File: src/rtl/hazard_scoreboard_if.sv
// rtl/hazard_scoreboard_if.sv - hazard/scoreboard signal bundle between datapath (master) and hazard unit (slave)
interface hazard_scoreboard_if #(
    parameter int NUM_FWD = 3,
    parameter int REG_W   = 5,
    parameter int PERF_W  = 32,
    parameter int SEL_W   = $clog2(NUM_FWD + 1)
);
    logic [REG_W-1:0]         Rs1D, Rs2D, RdD;
    logic                     UsesRs1D, UsesRs2D, RegWriteD, McOpD;
    logic [REG_W-1:0]         Rs1E, Rs2E, RdE;
    logic                     LoadE, McIssueE;
    logic [NUM_FWD*REG_W-1:0] RdFwd;
    logic [NUM_FWD-1:0]       RegWriteFwd, LoadFwd;
    logic [1:0]               PCSrcB;
    logic                     McDoneW;
    logic [REG_W-1:0]         McRdW;
    logic                     StallF, StallD, FlushD, FlushE, FlushB;
    logic [SEL_W-1:0]         ForwardAE, ForwardBE;
    logic                     McBusy;
    logic [PERF_W-1:0]        StallCycles;

    modport master (
        output Rs1D, Rs2D, UsesRs1D, UsesRs2D, RdD, RegWriteD, McOpD,
        output Rs1E, Rs2E, RdE, LoadE, McIssueE,
        output RdFwd, RegWriteFwd, LoadFwd, PCSrcB, McDoneW, McRdW,
        input  StallF, StallD, FlushD, FlushE, FlushB,
        input  ForwardAE, ForwardBE, McBusy, StallCycles
    );

    modport slave (
        input  Rs1D, Rs2D, UsesRs1D, UsesRs2D, RdD, RegWriteD, McOpD,
        input  Rs1E, Rs2E, RdE, LoadE, McIssueE,
        input  RdFwd, RegWriteFwd, LoadFwd, PCSrcB, McDoneW, McRdW,
        output StallF, StallD, FlushD, FlushE, FlushB,
        output ForwardAE, ForwardBE, McBusy, StallCycles
    );
endinterface

File: src/rtl/hazard_scoreboard_unit.sv
// rtl/hazard_scoreboard_unit.sv - forwarding, load-use/scoreboard/structural stalls, redirect flushes, stall counter
module hazard_scoreboard_unit #(
    parameter int NUM_FWD = 3,
    parameter int REG_W   = 5,
    parameter int MC_MAX  = 2,
    parameter int PERF_W  = 32,
    parameter int SEL_W   = $clog2(NUM_FWD + 1)
) (
    input  logic                 clk,
    input  logic                 reset,
    hazard_scoreboard_if.slave   hz
);
    localparam int NREG  = 2 ** REG_W;
    localparam int CNT_W = $clog2(MC_MAX + 1);

    logic [NREG-1:0]   pending, pend_eff, done_mask, set_mask;
    logic [CNT_W-1:0]  count;
    logic [CNT_W:0]    eff_count, cnt_next;
    logic [PERF_W-1:0] stall_cycles;
    logic [SEL_W-1:0]  fwd_a, fwd_b;
    logic              live1, live2, ld_fwd, ld_stall, sb_stall, mc_stall;
    logic              stall, c_stall, issue;

    assign live1   = hz.UsesRs1D && (hz.Rs1D != '0);
    assign live2   = hz.UsesRs2D && (hz.Rs2D != '0);
    assign c_stall = (hz.PCSrcB != 2'b00);
    assign issue   = hz.McIssueE && !c_stall;

    // Descending scan so the lowest (youngest) matching source wins.
    always_comb begin
        logic [REG_W-1:0] rd_i;
        fwd_a  = '0;
        fwd_b  = '0;
        ld_fwd = 1'b0;
        rd_i   = '0;
        for (int i = NUM_FWD - 1; i >= 0; i--) begin
            rd_i = hz.RdFwd[i*REG_W +: REG_W];
            if (hz.RegWriteFwd[i] && (rd_i == hz.Rs1E) && (hz.Rs1E != '0))
                fwd_a = SEL_W'(i + 1);
            if (hz.RegWriteFwd[i] && (rd_i == hz.Rs2E) && (hz.Rs2E != '0))
                fwd_b = SEL_W'(i + 1);
            if (hz.RegWriteFwd[i] && hz.LoadFwd[i] &&
                ((live1 && (rd_i == hz.Rs1D)) || (live2 && (rd_i == hz.Rs2D))))
                ld_fwd = 1'b1;
        end
    end

    assign ld_stall = ld_fwd ||
                      (hz.LoadE && ((live1 && (hz.Rs1D == hz.RdE)) ||
                                    (live2 && (hz.Rs2D == hz.RdE))));

    // A completing result releases its dependants in the same cycle.
    assign done_mask = hz.McDoneW ? ({{(NREG-1){1'b0}}, 1'b1} << hz.McRdW) : '0;
    assign set_mask  = (issue && (hz.RdE != '0)) ? ({{(NREG-1){1'b0}}, 1'b1} << hz.RdE) : '0;
    assign pend_eff  = pending & ~done_mask;

    assign sb_stall = (live1 && pend_eff[hz.Rs1D]) ||
                      (live2 && pend_eff[hz.Rs2D]) ||
                      (hz.RegWriteD && (hz.RdD != '0) && pend_eff[hz.RdD]);

    assign eff_count = {1'b0, count} - {{CNT_W{1'b0}}, hz.McDoneW} + {{CNT_W{1'b0}}, issue};
    assign mc_stall  = hz.McOpD && (eff_count == (CNT_W+1)'(MC_MAX));
    assign stall     = ld_stall || sb_stall || mc_stall;

    always_comb begin
        cnt_next = {1'b0, count} + {{CNT_W{1'b0}}, issue};
        if (hz.McDoneW && (count != '0))
            cnt_next = cnt_next - 1'b1;
        if (cnt_next > (CNT_W+1)'(MC_MAX))
            cnt_next = (CNT_W+1)'(MC_MAX);
    end

    assign hz.StallF      = !reset && stall && !c_stall;
    assign hz.StallD      = !reset && stall && !c_stall;
    assign hz.FlushD      = reset || c_stall;
    assign hz.FlushB      = reset || c_stall;
    assign hz.FlushE      = reset || stall || c_stall;
    assign hz.ForwardAE   = reset ? '0 : fwd_a;
    assign hz.ForwardBE   = reset ? '0 : fwd_b;
    assign hz.McBusy      = !reset && (count != '0);
    assign hz.StallCycles = stall_cycles;

    always_ff @(posedge clk) begin
        if (reset) begin
            pending      <= '0;
            count        <= '0;
            stall_cycles <= '0;
        end else begin
            // Set wins over clear; r0 is never tracked.
            pending <= (pend_eff | set_mask) & {{(NREG-1){1'b1}}, 1'b0};
            count   <= cnt_next[CNT_W-1:0];
            if (hz.StallD && (stall_cycles != '1))
                stall_cycles <= stall_cycles + 1'b1;
            assert (!(hz.McDoneW && (count == '0)));
        end
    end
endmodule

File: src/flat_wrapper.sv
// flat-port wrapper written by rule: the top's interface ports become plain ports
module hazard_scoreboard_unit_flat 
#(
    parameter int NUM_FWD = 3,
    parameter int REG_W   = 5,
    parameter int MC_MAX  = 2,
    parameter int PERF_W  = 32,
    parameter int SEL_W   = $clog2(NUM_FWD + 1)
)
  (clk, reset, hz_Rs1D, hz_Rs2D, hz_UsesRs1D, hz_UsesRs2D, hz_RdD, hz_RegWriteD, hz_McOpD, hz_Rs1E, hz_Rs2E, hz_RdE, hz_LoadE, hz_McIssueE, hz_RdFwd, hz_RegWriteFwd, hz_LoadFwd, hz_PCSrcB, hz_McDoneW, hz_McRdW, hz_StallF, hz_StallD, hz_FlushD, hz_FlushE, hz_FlushB, hz_ForwardAE, hz_ForwardBE, hz_McBusy, hz_StallCycles);
  hazard_scoreboard_if #(.NUM_FWD(NUM_FWD), .REG_W(REG_W), .PERF_W(PERF_W), .SEL_W(SEL_W)) hz_i ();
  input  logic clk;
  input  logic reset;
  input wire logic [$bits(hz_i.Rs1D)-1:0] hz_Rs1D;
  input wire logic [$bits(hz_i.Rs2D)-1:0] hz_Rs2D;
  input wire logic [$bits(hz_i.UsesRs1D)-1:0] hz_UsesRs1D;
  input wire logic [$bits(hz_i.UsesRs2D)-1:0] hz_UsesRs2D;
  input wire logic [$bits(hz_i.RdD)-1:0] hz_RdD;
  input wire logic [$bits(hz_i.RegWriteD)-1:0] hz_RegWriteD;
  input wire logic [$bits(hz_i.McOpD)-1:0] hz_McOpD;
  input wire logic [$bits(hz_i.Rs1E)-1:0] hz_Rs1E;
  input wire logic [$bits(hz_i.Rs2E)-1:0] hz_Rs2E;
  input wire logic [$bits(hz_i.RdE)-1:0] hz_RdE;
  input wire logic [$bits(hz_i.LoadE)-1:0] hz_LoadE;
  input wire logic [$bits(hz_i.McIssueE)-1:0] hz_McIssueE;
  input wire logic [$bits(hz_i.RdFwd)-1:0] hz_RdFwd;
  input wire logic [$bits(hz_i.RegWriteFwd)-1:0] hz_RegWriteFwd;
  input wire logic [$bits(hz_i.LoadFwd)-1:0] hz_LoadFwd;
  input wire logic [$bits(hz_i.PCSrcB)-1:0] hz_PCSrcB;
  input wire logic [$bits(hz_i.McDoneW)-1:0] hz_McDoneW;
  input wire logic [$bits(hz_i.McRdW)-1:0] hz_McRdW;
  output wire logic [$bits(hz_i.StallF)-1:0] hz_StallF;
  output wire logic [$bits(hz_i.StallD)-1:0] hz_StallD;
  output wire logic [$bits(hz_i.FlushD)-1:0] hz_FlushD;
  output wire logic [$bits(hz_i.FlushE)-1:0] hz_FlushE;
  output wire logic [$bits(hz_i.FlushB)-1:0] hz_FlushB;
  output wire logic [$bits(hz_i.ForwardAE)-1:0] hz_ForwardAE;
  output wire logic [$bits(hz_i.ForwardBE)-1:0] hz_ForwardBE;
  output wire logic [$bits(hz_i.McBusy)-1:0] hz_McBusy;
  output wire logic [$bits(hz_i.StallCycles)-1:0] hz_StallCycles;
  assign hz_i.Rs1D = hz_Rs1D;
  assign hz_i.Rs2D = hz_Rs2D;
  assign hz_i.UsesRs1D = hz_UsesRs1D;
  assign hz_i.UsesRs2D = hz_UsesRs2D;
  assign hz_i.RdD = hz_RdD;
  assign hz_i.RegWriteD = hz_RegWriteD;
  assign hz_i.McOpD = hz_McOpD;
  assign hz_i.Rs1E = hz_Rs1E;
  assign hz_i.Rs2E = hz_Rs2E;
  assign hz_i.RdE = hz_RdE;
  assign hz_i.LoadE = hz_LoadE;
  assign hz_i.McIssueE = hz_McIssueE;
  assign hz_i.RdFwd = hz_RdFwd;
  assign hz_i.RegWriteFwd = hz_RegWriteFwd;
  assign hz_i.LoadFwd = hz_LoadFwd;
  assign hz_i.PCSrcB = hz_PCSrcB;
  assign hz_i.McDoneW = hz_McDoneW;
  assign hz_i.McRdW = hz_McRdW;
  assign hz_StallF = hz_i.StallF;
  assign hz_StallD = hz_i.StallD;
  assign hz_FlushD = hz_i.FlushD;
  assign hz_FlushE = hz_i.FlushE;
  assign hz_FlushB = hz_i.FlushB;
  assign hz_ForwardAE = hz_i.ForwardAE;
  assign hz_ForwardBE = hz_i.ForwardBE;
  assign hz_McBusy = hz_i.McBusy;
  assign hz_StallCycles = hz_i.StallCycles;
  hazard_scoreboard_unit #(.NUM_FWD(NUM_FWD), .REG_W(REG_W), .MC_MAX(MC_MAX), .PERF_W(PERF_W), .SEL_W(SEL_W)) u_core (.clk(clk), .reset(reset), .hz(hz_i));
endmodule
File: config.mk
export PLATFORM = sky130hd
export DESIGN_NAME = hazard_scoreboard_unit_flat
export DESIGN_NICKNAME = d
export VERILOG_FILES = /design/src/rtl/hazard_scoreboard_if.sv /design/src/rtl/hazard_scoreboard_unit.sv /design/src/flat_wrapper.sv
export SDC_FILE = /design/constraint.sdc
export NUM_CORES = 1
export LEC_CHECK = 0
export ABC_AREA = 1
export CAP_MARGIN = 20
export CORE_MARGIN = 2
export CORE_UTILIZATION = 35
export CTS_CLUSTER_DIAMETER = 100
export CTS_CLUSTER_SIZE = 16
export DETAILED_ROUTE_END_ITERATION = 8
export GPL_ROUTABILITY_DRIVEN = 0
export PLACE_DENSITY = 0.63
export SLEW_MARGIN = 20
export SYNTH_ARGS = -nofsm -noshare
export SYNTH_HDL_FRONTEND = slang
export SYNTH_SLANG_ARGS = --single-unit
File: constraint.sdc
create_clock -name clk -period 4.5 [get_ports clk]
set_input_delay 1.125 -clock clk [delete_from_list [all_inputs] [get_ports clk]]
set_output_delay 1.125 -clock clk [all_outputs]
set_load 0.03 [all_outputs]
# [Yosys cells after proc, flatten, opt, wreduce, memory -nomap -nowiden]
# Index checks and enable logic that the tools add are counted.
[word_totals] register_bits=66 inputBits=67
[op_classes] add_sub_neg=5 magnitude_cmp=4 n_eq_ne=16 n_shift=2 mux=21 n_bitwise=3 reduce_logical=64
[op_table] cell="$eq A5 B5 Y1" count=14
[op_table] cell="$mux W32" count=2
[op_table] cell="$shl A1 B5 Y32 const A" count=2
[op_table] cell="$logic_and A1 B1 Y1" count=41
[op_table] cell="$add A32 B1 Y32 const B" count=1
[op_table] cell="$and A32 B32 Y32" count=1
[op_table] cell="$ne A32 B32 Y1 const B" count=1
[op_table] cell="$not A32 Y32" count=1
[op_table] cell="$or A32 B32 Y32" count=1
[op_table] cell="$reduce_bool A5 Y1" count=6
[op_table] cell="$lt A5 B6 Y1 const B" count=3
[op_table] cell="$mux W2" count=9
[op_table] cell="$bmux W1 S5" count=3
[op_table] cell="$logic_or A1 B1 Y1" count=12
[op_table] cell="$mux W1" count=6
[op_table] cell="$reduce_bool A2 Y1" count=2
[op_table] cell="$add A2 B1 Y3" count=1
[op_table] cell="$add A3 B1 Y3" count=1
[op_table] cell="$eq A3 B2 Y1 const B" count=1
[op_table] cell="$gt A3 B2 Y1 const B" count=1
[op_table] cell="$mux W3" count=1
[op_table] cell="$sub A2 B1 Y3" count=1
[op_table] cell="$sub A3 B1 Y3 const B" count=1
[op_table] cell="$logic_not A1 Y1" count=2
[op_table] cell="$reduce_or A2 Y1" count=1

# [Depth between registers and ports, before layout]
[depth] ltp_word=14 mapped_depth=18 mapped_depth_nobuf=18

# [Worst setup path before layout]
# OpenSTA, ideal clock, no wires.
[synth_path] kind="in2out" startpoint="input hz_McDoneW" endpoint="output hz_StallF" t_arrival_ns=3.211 t_required_ns=3.375 setup_slack_ns=0.164 stages=11 n_path_buf=1 path_cell_list="ha_1 -> inv_1 -> ha_1 -> fa_1 -> nand2_1 -> nor2_1 -> a22oi_1 -> nand2_1 -> a21oi_2 -> a31oi_1 -> buf_4"
[synth_between] elab_chain_len=12 elab_cells_between_ends=22 classes_between="add/sub: 2; eq/ne: 1; mux: 7; bitwise: 2; reduce/logical: 10"
[synth_rtl] item="from (decl)" line="flat_wrapper.sv:30" rtl="input wire logic [$bits(hz_i.McDoneW)-1:0] hz_McDoneW;"
[synth_rtl] item="$mux W32" line="hazard_scoreboard_unit.sv:53" rtl="assign done_mask = hz.McDoneW ? ({{(NREG-1){1'b0}}, 1'b1} << hz.McRdW) : '0;"
[synth_rtl] item="$not A32 Y32" line="hazard_scoreboard_unit.sv:55" rtl="assign pend_eff = pending & ~done_mask;"
[synth_rtl] item="$and A32 B32 Y32" line="hazard_scoreboard_unit.sv:55"
[synth_rtl] item="$bmux W1 S5 (on tied branches)" line="hazard_scoreboard_unit.sv:57, hazard_scoreboard_unit.sv:58"
[synth_rtl] item="$mux W1 (on tied branches)" line="hazard_scoreboard_unit.sv:57, hazard_scoreboard_unit.sv:58"
[synth_rtl] item="$logic_and A1 B1 Y1 (on tied branches)" line="hazard_scoreboard_unit.sv:57, hazard_scoreboard_unit.sv:58"
[synth_rtl] item="$logic_or A1 B1 Y1" line="hazard_scoreboard_unit.sv:57" rtl="assign sb_stall = (live1 && pend_eff[hz.Rs1D]) ||"
[synth_rtl] item="$logic_or A1 B1 Y1" line="hazard_scoreboard_unit.sv:58" rtl="(live2 && pend_eff[hz.Rs2D]) ||"
[synth_rtl] item="$logic_or A1 B1 Y1" line="hazard_scoreboard_unit.sv:63" rtl="assign stall = ld_stall || sb_stall || mc_stall;"
[synth_rtl] item="$logic_or A1 B1 Y1 *" line="hazard_scoreboard_unit.sv:63"
[synth_rtl] item="$logic_and A1 B1 Y1 * (2 in a row)"
[synth_rtl] item="to (decl)" line="flat_wrapper.sv:32" rtl="output wire logic [$bits(hz_i.StallF)-1:0] hz_StallF;"
# Every way passes the cells marked *; elsewhere a longest branch is shown, timed or not. The select of a mux whose other input is x is not followed.

# [Worst setup path in the final report]
[layout_path] startpoint="input hz_McIssueE" endpoint="output hz_FlushE"
[layout_between] elab_chain_len=7
[layout_rtl] item="from (decl)" line="flat_wrapper.sv:25" rtl="input wire logic [$bits(hz_i.McIssueE)-1:0] hz_McIssueE;"
[layout_rtl] item="$logic_and A1 B1 Y1" line="hazard_scoreboard_unit.sv:27" rtl="assign issue = hz.McIssueE && !c_stall;"
[layout_rtl] item="$add A3 B1 Y3" line="hazard_scoreboard_unit.sv:61" rtl="assign eff_count = {1'b0, count} - {{CNT_W{1'b0}}, hz.McDoneW} + {{CNT_W{1'b0}}, issue};"
[layout_rtl] item="$eq A3 B2 Y1" line="hazard_scoreboard_unit.sv:62" rtl="assign mc_stall = hz.McOpD && (eff_count == (CNT_W+1)'(MC_MAX));"
[layout_rtl] item="$logic_and A1 B1 Y1" line="hazard_scoreboard_unit.sv:62"
[layout_rtl] item="$logic_or A1 B1 Y1" line="hazard_scoreboard_unit.sv:63"
[layout_rtl] item="$logic_or A1 B1 Y1 (2 in a row)" line="hazard_scoreboard_unit.sv:77" rtl="assign hz.FlushE = reset || stall || c_stall;"
[layout_rtl] item="to (decl)" line="flat_wrapper.sv:35" rtl="output wire logic [$bits(hz_i.FlushE)-1:0] hz_FlushE;"
# Every way passes these cells.

==> results.sh <==
export IMPL_antenna_cells=0
export IMPL_dp_final_hpwl_um=17000
export IMPL_p_leak_nw=3.07
export IMPL_powerDensity_nw_per_um2=228
export IMPL_holdPathEnd="u_core.hz.StallCycles[31]"
export IMPL_crit_path_end_kind="output port"
export IMPL_fmax_mhz=227
export IMPL_portBuffers=108
export IMPL_criticalPathCategory="in -> out"
export IMPL_ant_nets=0
export IMPL_period_share=0.977
export IMPL_hold_violations=0
export IMPL_ir_worst_vdd_mv=0.166
export IMPL_drtIter0Drc=812
export IMPL_worst_pin_slew_ns=0.741
export IMPL_worstHoldPathCells=2
export IMPL_ys_warn_count=0
export IMPL_status="finished, final reports clean"
export IMPL_r2r_start="u_core.count[0]"
export IMPL_yosys_top_cells_area="dfxtp_1 22%, nand2_1 15%, nand3_1 14%"
export IMPL_period_needed_ns=4.40
export IMPL_avgSynthCellArea_um2=5.99
export IMPL_syn_nets=1069
export IMPL_power_switching_mw=0.603
export IMPL_fin_nets=1200
export IMPL_numCtsBuffers=9
export IMPL_place_ws_ns=-0.127
export IMPL_vias=7416
export IMPL_cp_start_kind="primary input"
export IMPL_final_common_cell="nand2_1"
export IMPL_seq_power_share=0.324
export IMPL_cts_tree="done"
export IMPL_r2r_cells=15
export IMPL_slew_headroom=0.506
export IMPL_num_io_pins=109
export IMPL_wl_per_cell_um=16.9
export IMPL_slew_violations=0
export IMPL_core_um2=16600
export IMPL_synth_edff_count=0
export IMPL_hp_start="u_core.hz.StallCycles[31]"
export IMPL_grt_usage=0.252
export IMPL_drv_cap=0
export IMPL_setup_violations_final=0
export IMPL_die_w_um=134
export IMPL_tns_ns=0
export IMPL_ys_types=43
export IMPL_grt_max_degree=66
export IMPL_die_area_um2=18100
export IMPL_layout_setup_ws_ns=0.102
export IMPL_drive_above_1_share=0.109
export IMPL_ys_ff_latch=65
export IMPL_row_count=47
export IMPL_first_global_vias=6834
export IMPL_arrival_ns=3.27
export IMPL_overflow=0
export IMPL_synth_ff_type="dfxtp_1"
export IMPL_root_buffer="clkbuf_16"
export IMPL_grt_pass1_wl_um=36300
export IMPL_yosysSeqAreaShare=0.218
export IMPL_skew_ns=0.00482
export IMPL_pwr_share_comb=0.291
export IMPL_cts_buffer_depth=2
export IMPL_first_pass_iters=6
export IMPL_drc=0
export IMPL_required_ns=3.38
export IMPL_r2r_end="u_core.hz.StallCycles[16]"
export IMPL_synthArstFlopShare=0
export IMPL_viasPerCell=5.49
export IMPL_r2r_slack_ns=1.49
export IMPL_start_util=0.359
export IMPL_cts_sinks=65
export IMPL_cts_htree_levels=3
export IMPL_swShare=0.329
export IMPL_final_util=0.484
export IMPL_path_clk_slew_ns=0.06
export IMPL_final_cell_mix="236 x nand2_1, 160 x nand3_1, 92 x clkdlybuf4s50_1"
export IMPL_synth_top_area_cell="dfxtp_1"
export IMPL_die_height_um=134
export IMPL_crit_path_max_fanout=3
export IMPL_antenna_found_initial=0
export IMPL_insertion_delay_ns=0.34
export IMPL_drt_wl_total_um=22800
export IMPL_synthCells=995
export IMPL_hold_class="reg -> reg"
export IMPL_synth_area_um2=5960
export IMPL_area_growth_synth_to_final_pct=34.6
export IMPL_p_int_mw=1.23
export IMPL_clock_power_share=0.384
export IMPL_synth_top_area_frac=0.218
kinds of logic after synthesis:
group,count (synthesis),share of synthesized area
AND/OR/NAND/NOR,592,0.446
adder cells (fa/ha/maj),7,0.0160
multiplexers,2,0.00357
flip-flops,65,0.218
XOR/XNOR,75,0.110
AO/OA/AOI/OAI,109,0.105
buffers and inverters,145,0.101
metal layers:
metal  up-vias  global-route usage  part of all wire
met5         -                   0                 0
met4         0              0.0883             0.025
met3        52              0.0409              0.10
met2       412               0.389              0.44
met1      3342               0.354              0.44
li1       3610                   -                 -
power by group through the flow:
stage | Clock (mW) | Combinational, mW | Sequential, mW
5_1_grt | 0.738 | 0.578 | 0.595
2_1_floorplan | 0 | 0.299 | 0.607
6_report | 0.704 | 0.533 | 0.595
4_1_cts | 0.721 | 0.512 | 0.594
3_3_place_gp | 0 | 0.486 | 0.607
3_5_place_dp | 0 | 0.491 | 0.606
registers in the layout, summed over array words and instances (netlist names):
name / count
u_core.hz.StallCycles: 32
u_core.count: 2
u_core.pending: 31
per-stage QoR:
stage / instances / power (mW) / hold slack (ns) / cell area [um^2]
5_1_grt: 1351 / 1.91 / 0.500 / 8020
2_1_floorplan: 995 / 0.906 / 0.461 / 5960
3_5_place_dp: 1325 / 1.10 / 0.478 / 7480
3_3_place_gp: 1325 / 1.09 / 0.478 / 7480
6_report: 1351 / 1.83 / 0.484 / 8020
4_1_cts: 1345 / 1.83 / 0.488 / 7860
synthesized netlist by cell type (all sizes together) (19+ instances only):
library cell  number
dfxtp             65
nand4             54
nor3              19
xor2              41
nor2              95
nand2            239
buf               28
a21oi             74
xnor2             34
inv               86
nand3            165
clkbuf            27
timing repair:
action                     CTS  global route
hold buffers                 0             0
cloned                       0             2
setup endpoints to repair    3             3
pin swaps                    4            11
resized for setup           16            35
buffers inserted             4             4
worst max-delay path, stage by stage:
cell and delay [ns]:
clkdlybuf4s50_1 0.47, nand2_2 0.06, inv_2 0.08, ha_4 0.13
fa_2 0.41, nand2_1 0.06, nor2_1 0.04, a22oi_1 0.15
nand2_1 0.15, a21oi_4 0.20, nand4_1 0.19, buf_6 0.20
area by class of cell:
cell class | count | area [um^2]
repair buffers | 174 | 1620
inverters | 90 | 348
fillers | 1745 | 8560
clock buffers | 11 | 233
well taps | 220 | 275
flip-flops and latches | 65 | 1300
clock inverters | 5 | 56.3
repair inverters | 1 | 6.26
multi-input cells | 785 | 4180
how the worst max path moves through the flow:
stage | cells past startpoint | endpoint | slack (ns) | from
finish | 12 | hz_FlushE | 0.10 | hz_McIssueE
detailed placement | 12 | hz_StallF | -0.13 | hz_McDoneW
global placement | 11 | hz_StallF | -0.11 | hz_McDoneW
global route | 12 | hz_StallF | -0.02 | hz_Rs1D[1]
floorplan | 11 | hz_StallF | 0.16 | hz_McDoneW
CTS | 13 | hz_FlushE | 0.004 | hz_McRdW[0]
Power figures use the tool's default switching activity.
==> edit: new RTL, config.mk and constraints unchanged <==
`PERF_W` is set to 32 in 3 places; all go to 40.
--- a/src/rtl/hazard_scoreboard_if.sv
+++ b/src/rtl/hazard_scoreboard_if.sv
@@ -4,3 +4,3 @@
     parameter int REG_W   = 5,
-    parameter int PERF_W  = 32,
+    parameter int PERF_W  = 40,
     parameter int SEL_W   = $clog2(NUM_FWD + 1)
--- a/src/rtl/hazard_scoreboard_unit.sv
+++ b/src/rtl/hazard_scoreboard_unit.sv
@@ -5,3 +5,3 @@
     parameter int MC_MAX  = 2,
-    parameter int PERF_W  = 32,
+    parameter int PERF_W  = 40,
     parameter int SEL_W   = $clog2(NUM_FWD + 1)
--- a/src/flat_wrapper.sv
+++ b/src/flat_wrapper.sv
@@ -6,3 +6,3 @@
     parameter int MC_MAX  = 2,
-    parameter int PERF_W  = 32,
+    parameter int PERF_W  = 40,
     parameter int SEL_W   = $clog2(NUM_FWD + 1)
Ports: changed (resized hz_StallCycles); port bits go from 109 to 117. No check against the original RTL was run, so the function may have changed too.
==> edit against the original RTL <==
  * Die area rose by 8.7%
  * Sequential cell count rose by 8
  * Clock power is 3.8% lower
  * Worst setup slack better by 0.036 ns
  * Wire length increased by 5.6%
  * Area after synthesis grew 9.0%
  * Clock skew rose by 0.0043 ns
  * Power is 2.2% higher
  * Cell area is 6.0% higher
  * Highest routed layer unchanged
==> edit: results <==
metrics = {
    "global_route": {
        "grt_use_met2_pct": 37.4,
        "grt_pass1_wl_um": 38300,
        "grt_max_degree": 76,
        "gr-usage-met3_pct": 5.16,
        "grt_pass1_vias": 7167,
        "track_usage_pct": 24.0,
    },
    "critical_path": {
        "critPathArrivalTime_ns": 3.24,
        "r2r_end": "u_core.hz.StallCycles[0]",
        "worstRegToRegCells": 14,
    },
    "power_and_ir_drop": {
        "p_int_mw": 1.24,
        "leakage_nw": 3.08,
    },
    "layout": {
        "fillers": 1860,
        "nets": 1255,
        "largest_register_ffs": 40,
    },
    "placed_design": {
        "portBuffers": 116,
        "dp_cells": 1393,
        "dp_hpwl_um": 18200,
        "placed_cell_area_um2": 8060,
    },
    "synth": {
        "synth_adder_area_share_pct": 1.46,
        "synthTopCellsByArea": "dfxtp_1 23%, nand3_1 14%, nand2_1 13%",
        "synth-xor-area-share_pct": 12.7,
    },
    "outcome": {
        "status": "completed",
    },
    "sta": {
        "finalCriticalPeriod_ns": 4.36,
        "slew_headroom_pct": 37.2,
        "clock_skew_ns": 0.00914,
    },
    "route": {
        "drt_first_pass_iters": 7,
        "drt_iter0_drc": 893,
        "wl_per_cell_um": 17.0,
        "viasPerCell": 5.49,
    },
    "worst_hold_path": {
        "holdPathEnd": "u_core.hz.StallCycles[39]",
    },
}
-- edit: changes by cell type in the layout (fill, tap and decap cells not counted), moves of 5 or more --
cell | before | now
inv_1 | 81 | 75
nor3_1 | 17 | 29
inv_2 | 3 | 8
a21oi_1 | 73 | 82
nand2_1 | 236 | 222
clkdlybuf4s50_1 | 92 | 102
nand3_1 | 160 | 180
xor2_1 | 41 | 60
buf_4 | 69 | 59
nand4_1 | 54 | 59
dfxtp_1 | 65 | 73
-- edit: timing repair --
action,CTS,global route
pin swaps,0,5
resized for setup,1,28
endpoints found under the setup margin,2,3
gates cloned,0,1
buffers inserted,0,5
-- edit: cell type report --
class / count / area (um2) / area share [%]
Clock buffer: 9 / 225 / 2.65
Clock inverter: 6 / 43.8 / 0.515
Inverter: 86 / 323 / 3.80
Multi-Input combinational cell: 834 / 4470 / 52.6
Sequential cell: 73 / 1460 / 17.2
Tap cell: 229 / 287 / 3.37
Timing Repair Buffer: 177 / 1690 / 19.8
-- edit: routing by layer --
metal,part of all wire (%),wire length [um]
met1,45,10900
met2,45,10800
met3,8.1,1950
met4,2.1,498
met5,0,0
-- edit: power by group through the flow --
stage | clock network, mW | logic (mW) | registers, mW
final | 0.677 | 0.529 | 0.666
after global routing | 0.721 | 0.573 | 0.668
after CTS | 0.695 | 0.506 | 0.666
after detailed placement | 0 | 0.502 | 0.680
after global placement | 0 | 0.499 | 0.680
after floorplan | 0 | 0.309 | 0.680
-- edit: logic make-up (layout without fill, tap and decap cells) --
kind of cell             count (synthesis)  count (layout)
multiplexers                             1               1
adder cells (fa/ha/maj)                  7               7
flip-flops                              73              73
AO/OA/AOI/OAI                          118             118
buffers and inverters                  146             278
XOR/XNOR                                94              94
AND/OR/NAND/NOR                        614             614
